[src/rtl/rsvs_issue_sched_pkg.sv]
// Shared sizing and bit-vector helpers for the reservation-station issue scheduler.
package rsvs_issue_sched_pkg;

  localparam int unsigned DEPTH_DEF = 8;
  localparam int unsigned MAX_DEPTH = 64;
  localparam int unsigned MAX_IDXW  = 6;

  typedef logic [MAX_DEPTH-1:0] wide_mask_t;
  typedef logic [MAX_IDXW-1:0]  wide_idx_t;

  function automatic int unsigned idx_w(input int unsigned depth);
    return (depth < 2) ? 1 : $clog2(depth);
  endfunction

  // Isolates the lowest set bit; turns a candidate mask into a strict one-hot.
  function automatic wide_mask_t lowest_set(input wide_mask_t v);
    return v & (~v + wide_mask_t'(1));
  endfunction

  function automatic wide_idx_t onehot_to_idx(input wide_mask_t v);
    wide_idx_t idx;
    idx = '0;
    for (int unsigned i = 0; i < MAX_DEPTH; i++) begin
      if (v[i]) idx = idx | wide_idx_t'(i);
    end
    return idx;
  endfunction

  function automatic wide_mask_t idx_to_onehot(input wide_idx_t idx);
    return wide_mask_t'(1) << idx;
  endfunction

endpackage

[src/rtl/rsvs_issue_sched_age_matrix.sv]
// Age matrix of RS entries: records allocation order and picks the oldest eligible entry.
module rsvs_issue_sched_age_matrix
  import rsvs_issue_sched_pkg::*;
#(
  parameter  int unsigned DEPTH = DEPTH_DEF,
  localparam int unsigned IDXW  = idx_w(DEPTH)
) (
  input  logic             clk,
  input  logic             rst,
  input  logic             i_alloc_valid,
  input  logic [IDXW-1:0]  i_alloc_idx,
  input  logic [DEPTH-1:0] i_elig,
  output logic [DEPTH-1:0] o_win,
  output logic             o_has_win
);

  // r_older[i][j] = 1 : entry i was allocated before entry j
  logic [DEPTH-1:0] r_older [DEPTH];
  logic [DEPTH-1:0] w_col   [DEPTH];
  logic [DEPTH-1:0] w_cand;

  // NOTE: the matrix is reset even though it is memory-like, because selection reads
  // every bit combinationally from the first cycle; X here would propagate into o_win.
  always_ff @(posedge clk or negedge rst) begin
    if (!rst) begin
      for (int unsigned i = 0; i < DEPTH; i++) r_older[i] <= '0;
    end else if (i_alloc_valid) begin
      for (int unsigned i = 0; i < DEPTH; i++) begin
        // NOTE: non-blocking so every row update sees the pre-edge matrix.
        if (IDXW'(i) == i_alloc_idx) r_older[i] <= '0;
        else                         r_older[i][i_alloc_idx] <= 1'b1;
      end
    end
  end

  for (genvar w = 0; w < DEPTH; w++) begin : g_sel
    for (genvar j = 0; j < DEPTH; j++) begin : g_col
      assign w_col[w][j] = r_older[j][w];
    end
    // w is a candidate when no other eligible entry is older than it
    assign w_cand[w] = i_elig[w] & ~|(i_elig & w_col[w]);
  end

  assign o_win     = DEPTH'(lowest_set(wide_mask_t'(w_cand)));
  assign o_has_win = |i_elig;

endmodule

[src/rtl/rsvs_issue_sched.sv]
// Oldest-ready issue scheduler for one reservation station with a registered FU issue stage.
module rsvs_issue_sched
  import rsvs_issue_sched_pkg::*;
#(
  parameter  int unsigned DEPTH = DEPTH_DEF,
  localparam int unsigned IDXW  = idx_w(DEPTH)
) (
  input  logic             clk,
  input  logic             rst,
  input  logic             i_flush,
  input  logic             i_alloc_valid,
  input  logic [IDXW-1:0]  i_alloc_idx,
  input  logic [DEPTH-1:0] i_entry_valid,
  input  logic [DEPTH-1:0] i_entry_ready,
  output logic             o_issue_valid,
  output logic [IDXW-1:0]  o_issue_idx,
  input  logic             i_issue_ready,
  output logic [DEPTH-1:0] o_grant_clear
);

  logic             r_issue_valid;
  logic [IDXW-1:0]  r_issue_idx;
  logic [DEPTH-1:0] w_elig;
  logic [DEPTH-1:0] w_win;
  logic             w_has_win;
  logic [IDXW-1:0]  w_win_idx;
  logic             w_load;
  logic             w_handshake;

  // Held entry and entries being allocated this cycle are not candidates.
  for (genvar i = 0; i < DEPTH; i++) begin : g_elig
    assign w_elig[i] = i_entry_valid[i] & i_entry_ready[i]
                     & ~(r_issue_valid & (r_issue_idx == IDXW'(i)))
                     & ~(i_alloc_valid & (i_alloc_idx == IDXW'(i)));
  end

  rsvs_issue_sched_age_matrix #(.DEPTH(DEPTH)) u_age (
    .clk           (clk),
    .rst           (rst),
    .i_alloc_valid (i_alloc_valid),
    .i_alloc_idx   (i_alloc_idx),
    .i_elig        (w_elig),
    .o_win         (w_win),
    .o_has_win     (w_has_win)
  );

  assign w_win_idx   = IDXW'(onehot_to_idx(wide_mask_t'(w_win)));
  assign w_load      = ~r_issue_valid | i_issue_ready;
  assign w_handshake = r_issue_valid & i_issue_ready & ~i_flush;

  always_ff @(posedge clk or negedge rst) begin
    if (!rst) begin
      r_issue_valid <= 1'b0;
      r_issue_idx   <= '0;
    end else if (i_flush) begin
      r_issue_valid <= 1'b0;
    end else if (w_load) begin
      r_issue_valid <= w_has_win;
      if (w_has_win) r_issue_idx <= w_win_idx;
    end
  end

  assign o_issue_valid = r_issue_valid;
  assign o_issue_idx   = r_issue_idx;
  assign o_grant_clear = w_handshake ? DEPTH'(idx_to_onehot(wide_idx_t'(r_issue_idx))) : '0;

  // RS must not reuse an entry that is still held by the issue stage.
  a_alloc_vs_grant: assert property (@(posedge clk) disable iff (!rst)
    (i_alloc_valid && w_handshake) |-> (i_alloc_idx != r_issue_idx));
  a_alloc_vs_held: assert property (@(posedge clk) disable iff (!rst)
    (i_alloc_valid && r_issue_valid) |-> (i_alloc_idx != r_issue_idx));
  a_grant_onehot: assert property (@(posedge clk) disable iff (!rst)
    $onehot0(o_grant_clear));

endmodule

[config.mk]
export PLATFORM = sky130hd
export DESIGN_NAME = rsvs_issue_sched
export DESIGN_NICKNAME = d
export VERILOG_FILES = /design/src/rtl/rsvs_issue_sched_pkg.sv /design/src/rtl/rsvs_issue_sched_age_matrix.sv /design/src/rtl/rsvs_issue_sched.sv
export SDC_FILE = /design/constraint.sdc
export NUM_CORES = 1
export LEC_CHECK = 0
export ABC_AREA = 1
export BUFFER_PORTS_ARGS = -buffer_cell sky130_fd_sc_hd__buf_4
export CORE_MARGIN = 5
export CORE_UTILIZATION = 50
export CTS_CLUSTER_DIAMETER = 80
export DETAILED_ROUTE_END_ITERATION = 10
export HOLD_SLACK_MARGIN = 0.08
export PLACE_DENSITY = 0.74
export SKIP_CTS_REPAIR_TIMING = 1
export SLEW_MARGIN = 20
export SYNTH_ARGS = -nofsm -noshare
export SYNTH_HDL_FRONTEND = slang
export SYNTH_SLANG_ARGS = --single-unit
[constraint.sdc]
create_clock -name clk -period 1.7 [get_ports clk]
set_clock_uncertainty 0.15 [all_clocks]
set_input_delay 0.17 -clock clk [delete_from_list [all_inputs] [get_ports clk]]
set_output_delay 0.17 -clock clk [all_outputs]
set_load 0.01 [all_outputs]
* Yosys cells after proc, flatten, opt, wreduce, memory -nomap -nowiden
Cells that the tools add are included.
** Operators by class
- Multiplexer cells :: 20
- Add/sub/neg operators :: 1
- Bitwise gates (word level) :: 87
- Reductions and logical operators :: 22
- Divide/modulo/power cells :: 0
- Magnitude comparators :: 2
- Equality and inequality tests :: 21
- Shift-type cells :: 1
- Multipliers :: 0
** Operators by type and width (count)
- $and A8 B8 Y8 :: 9
- $mux W8 :: 9
- $reduce_or A8 Y1 :: 9
- $or A8 B8 Y8 :: 8
- $and A1 B1 Y1 :: 50
- $eq A3 B3 Y1 const B :: 8
- $not A1 Y1 :: 18
- $eq A3 B2 Y1 const B :: 4
- $eq A3 B3 Y1 const A :: 4
- $mux W3 :: 4
- $add A8 B1 Y8 const B :: 1
- $logic_not A1 Y1 :: 8
- $not A8 Y8 :: 1
- $shl A1 B3 Y8 const A :: 1
- $eq A2 B3 Y1 const A :: 2
- $eq A3 B1 Y1 const B :: 2
- $logic_not A3 Y1 :: 2
- $lt A3 B4 Y1 const B :: 1
- $mux W1 :: 4
- $mux W2 :: 2
- $demux W1 S3 :: 1
- $eq A1 B3 Y1 const A :: 1
- $ge A3 B1 Y1 const B :: 1
- $reduce_and A3 Y1 :: 1
- 3 further kinds :: 3
** Word-level totals
- Flip-flop bits (word level) :: 68
- Bits in writable memories :: 0
- Memories kept :: 0
- Logic and storage cells :: 164
- Bits in read-only memories :: 0
- Input bits :: 24
- Output and inout bits :: 12
- Bits in latches :: 0

* Depth between registers and ports, before layout
- Depth in word-level cells :: 19
- Mapped depth :: 15

* Modules after synthesis
From an unflattened synthesis, not the netlist that was laid out.
** Unflattened totals
- Cells, all modules :: 460
- Area, all modules :: 3405.8 um2
** By module, submodules not included
- rsvs_issue_sched_age_matrix :: area an instance 2905.3 um2, cells an instance 354, instances 1
- rsvs_issue_sched :: area an instance 500.5 um2, cells an instance 106, instances 1

* Worst setup path before layout
OpenSTA, ideal clock, no wires.
- Path type :: register -> register
- Start :: reg r_issue_idx[2] (netlist: o_issue_idx[2])
- End :: reg r_issue_valid (netlist: o_issue_valid)
- Stages on the path, launching flop included :: 11
- Arrival :: 1.471 ns
- Setup slack :: -0.047 ns
- Library setup time :: 0.126 ns
- Required time :: 1.424 ns
- Cell sequence :: dfrtp_1 nor2_2 nand2_2 nand3_1 nand2_1 inv_1 nand4_1 and3_1 buf_2 inv_1 o21ai_0
** Between the ends
- Longest elaborated chain between the ends :: 8
- Elaborated cells on any way between the ends :: 43
** RTL lines
- from (decl) :: line rsvs_issue_sched.sv:22 : logic [IDXW-1:0] r_issue_idx;
- from (signal assigned) :: line rsvs_issue_sched.sv:59 : if (w_has_win) r_issue_idx <= w_win_idx;
- $eq A3 B1 Y1, or another cell as far along :: line rsvs_issue_sched.sv:33 : & ~(r_issue_valid & (r_issue_idx == IDXW'(i)))
- $and A1 B1 Y1 :: line rsvs_issue_sched.sv:33
- $not A1 Y1 :: line rsvs_issue_sched.sv:33
- $and A1 B1 Y1 :: line rsvs_issue_sched.sv:33
- $and A1 B1 Y1 :: line rsvs_issue_sched.sv:34 : & ~(i_alloc_valid & (i_alloc_idx == IDXW'(i)));
- $reduce_or A8 Y1 (*) :: line rsvs_issue_sched_age_matrix.sv:45 : assign o_has_win = |i_elig;
- $mux W1 (*) :: line rsvs_issue_sched.sv:57 : end else if (w_load) begin
- $mux W1 (*) :: line rsvs_issue_sched.sv:55 : end else if (i_flush) begin
- to (signal assigned) :: line rsvs_issue_sched.sv:58 : r_issue_valid <= w_has_win;
- to (decl) :: line rsvs_issue_sched.sv:21 : logic r_issue_valid;
Mark *: on every way between the ends. The rest lies on a longest branch, timed or not. The select of a mux whose other input is x is not followed.
A chain may end at the register's enable or synchronous reset.

* Final worst setup path
- Start :: reg r_issue_valid (netlist: o_issue_valid)
- End :: reg r_issue_idx[0] (netlist: o_issue_idx[0])
** Between the ends
- Longest elaborated chain between the ends :: 18
- Elaborated cells on any way between the ends :: 78
** RTL lines
- $and A1 B1 Y1 :: line rsvs_issue_sched.sv:33
- $not A1 Y1 :: line rsvs_issue_sched.sv:33
- $and A1 B1 Y1 :: line rsvs_issue_sched.sv:33
- $and A1 B1 Y1 :: line rsvs_issue_sched.sv:34
- $and A8 B8 Y8 :: line rsvs_issue_sched_age_matrix.sv:41 : assign w_cand[w] = i_elig[w] & ~|(i_elig & w_col[w]);
- $reduce_or A8 Y1 :: line rsvs_issue_sched_age_matrix.sv:41
- $logic_not A1 Y1 :: line rsvs_issue_sched_age_matrix.sv:41
- $and A1 B1 Y1 :: line rsvs_issue_sched_age_matrix.sv:41
- $not A8 Y8 :: line rsvs_issue_sched_pkg.sv:17 : return v & (~v + wide_mask_t'(1));
- $add A8 B1 Y8 :: line rsvs_issue_sched_pkg.sv:17
- $and A8 B8 Y8 :: line rsvs_issue_sched_pkg.sv:17
- $mux W1 :: line rsvs_issue_sched_pkg.sv:24 : if (v[i]) idx = idx | wide_idx_t'(i);
- $mux W2 (2 in series) :: line rsvs_issue_sched_pkg.sv:24
- $mux W3 (4 in series) :: line rsvs_issue_sched_pkg.sv:24
Parallel ways exist; a longest one is shown, timed or not.

==> impl_metrics.tcl <==
set metrics [dict create \
    outcome "complete, but fails checks" \
    violations "setup timing" \
    grt_max_degree 26 \
    startpoint_type "flip-flop" \
    antenna_cells 0 \
    crit_path_cell_trace "inv_2, nor2_4, nand2_4, nand2_2, nor2_2, nand3_1, nor2_1, nand2_1, nand2_2, nor2_2, nand2_1, nor2_2, nor2_1, nor2_1" \
    worstRegToRegCells 14 \
    cp_top_family "simple AND/OR/NAND/NOR gates" \
    htreeDepth 3 \
    ys_seq_area_frac 0.488 \
    p_per_area_mw_per_mm2 1030 \
    dieArea_mm2 0.00874 \
    final_area_mm2 0.00454 \
    layout.nets 573 \
    die_h_um 93.5 \
    crit_type "flip-flop to flip-flop" \
    reg2reg_slack_ns -0.25 \
    synth_seq_cells 68 \
    antenna_found_initial 0 \
    placed_area_mm2 0.00413 \
    cts_tree "done" \
    synth_warnings 0 \
    synthCells 476 \
    worst_pin_slew_ns 0.355 \
    start_util 0.513 \
    arrival_ns 2.07 \
    final.min_clock_period_ns 1.95 \
    fin_ws_ns -0.254 \
    clockBufferDepth 2 \
    crit_path_start "o_issue_valid" \
    postSynthAreaPerCell_um2 7.32 \
    syn_nets 500 \
    r2r_start "o_issue_valid" \
    timing.final.crit_share 1.15 \
    clk_latency_ns 0.35 \
    postLayoutCoreUtil 0.668 \
    pre_cts_slack_ns -0.230 \
    timing.rr.end "o_issue_idx[0]" \
    cts.clk_slew.worst_paths_ns 0.08 \
    crit_buf_inv 1 \
    setup_viol 12 \
    crit_slowest_cell "dfrtp_1" \
    rows 30 \
    drive_gt1_frac 0.263 \
    firstDrtPassIters 5 \
    ir_worst_vdd_uv 569 \
    globalRouteOverflowTotal 0 \
    drt_iter0_markers 262 \
    worstSetupEndpointType "flip-flop" \
    fillers 597 \
    final_max_slew_viol_count 0 \
    hold_viol 0 \
    crit_required_ns 1.82 \
    rsz0062_at_grt "yes" \
    synth_cell_types 20 \
    wirelength_um 10600 \
    wl_per_cell_um 16.3 \
    fin_hold_ws_ns 0.121 \
    drc 0 \
    via_per_inst 5.26 \
    fmax_mhz 512 \
    portBuffers 35 \
    gp_congestion 1.03 \
    die_x_um 93.5 \
    ant_nets 0 \
    netlist_area_mm2 0.00348 \
    grt_pass1_wl_um 16600 \
    crit_path_max_incr_delay_ns 0.39 \
    area_growth_pct 30.2 \
    power.leakage_uw 0.00241 \
    maxCapViolations 0 \
    gr-usage-all-layers 0.251 \
    clock-root-buffer "clkbuf_8" \
    vias 3411 \
    clock-sinks 68 \
    first_global_vias 3298 \
    p_total_uw 4660 \
    crit_path_max_fanout 8 \
    cts-buffers-inserted 9 \
    pin_count 36 \
    fp.coreArea_mm2 0.00679 \
    hold_class "input port to async pin" \
    slew_headroom 0.763 \
    hpwl_um 7800 \
]
[worst register-to-register path, delay by kind of cell, from the launching register on]
| kind | cells | cell delay [ns] |
|---|---|---|
| DFF | 1 | 0.39 |
| and+or+nand+nor | 13 | 1.28 |
| buffers and inverters | 1 | 0.07 |
[logic make-up (layout without fill, tap and decap cells)]
| logic type | after synthesis | after routing | synth area share |
|---|---|---|---|
| AND/OR/NAND/NOR | 324 | 325 | 0.412 |
| flip-flops | 68 | 68 | 0.488 |
| AO/OA/AOI/OAI | 16 | 16 | 0.0230 |
| buffers and inverters | 68 | 143 | 0.0765 |
[Yosys cell counts]
master	number	share of area
dfrtp_1	68	0.49
inv_4	1	0.0018
nor2_1	158	0.17
o21ai_0	6	0.0086
inv_1	55	0.059
buf_1	4	0.0043
a21oi_1	10	0.014
nand3_2	4	0.011
nor2_4	1	0.0032
nand2_2	15	0.027
buf_6	1	0.0032
clkbuf_1	4	0.0043
nand3_1	14	0.020
nand4_1	43	0.077
nand2_1	79	0.085
or2_2	1	0.0018
inv_2	2	0.0022
buf_2	1	0.0014
and3_1	1	0.0018
nor2_2	8	0.014
[per-stage QoR]
step                TNS, ns  instances
floorplan                 0        476
finish                -1.83        648
global placement     -0.764        628
detailed placement   -0.810        628
global route          -3.06        648
CTS                   -1.91        642
[placed cells by master, fill, tap and decap left out, drive strengths merged]
cell type	Yosys	final
o21ai	6	6
buf	6	68
nor2	167	167
dfrtp	68	68
and3	1	1
nand4	43	43
or2	1	1
dlygate4sd3	0	3
clkinv	0	2
clkbuf	4	10
inv	58	58
nand2	94	95
nand3	18	18
a21oi	10	10
clkinvlp	0	1
bufinv	0	1
[where the power goes]
group          total (uW)  switching, uW  internal [uW]
sequential           2120            208           1920
combinational        1230            735            491
clock                1310            609            701
[cell type report]
| class | instances | area (um^2) | share of cell area |
|---|---|---|---|
| inverters | 58 | 223 | 0.0491 |
| clock inverters | 4 | 51.3 | 0.0113 |
| well taps | 96 | 120 | 0.0265 |
| flip-flops and latches | 68 | 1710 | 0.376 |
| repair buffers | 71 | 622 | 0.137 |
| clock buffers | 10 | 138 | 0.0303 |
| multi-input cells | 341 | 1680 | 0.370 |
[sequential cells by signal, summed over array words and instances (netlist names)]
name and cells:
o_issue_valid 1, u_age.r_older 64, o_issue_idx 3
[metal layers]
layer / global-route usage / routed length [um]
met4: 0.101 / 295
met2: 0.412 / 5160
met1: 0.332 / 4550
met3: 0.0370 / 554
met5: 0 / 0
[worst max path at each step]
stage	end	slack [ns]	cells past startpoint
after floorplan	o_issue_idx[2]	0.01	14
after detailed placement	o_issue_idx[0]	-0.23	14
after global routing	o_issue_idx[2]	-0.42	15
after CTS	o_issue_idx[0]	-0.25	14
final	o_issue_idx[0]	-0.25	14
after global placement	o_issue_idx[1]	-0.22	14
No activity file was read; power rests on OpenSTA's default activity.
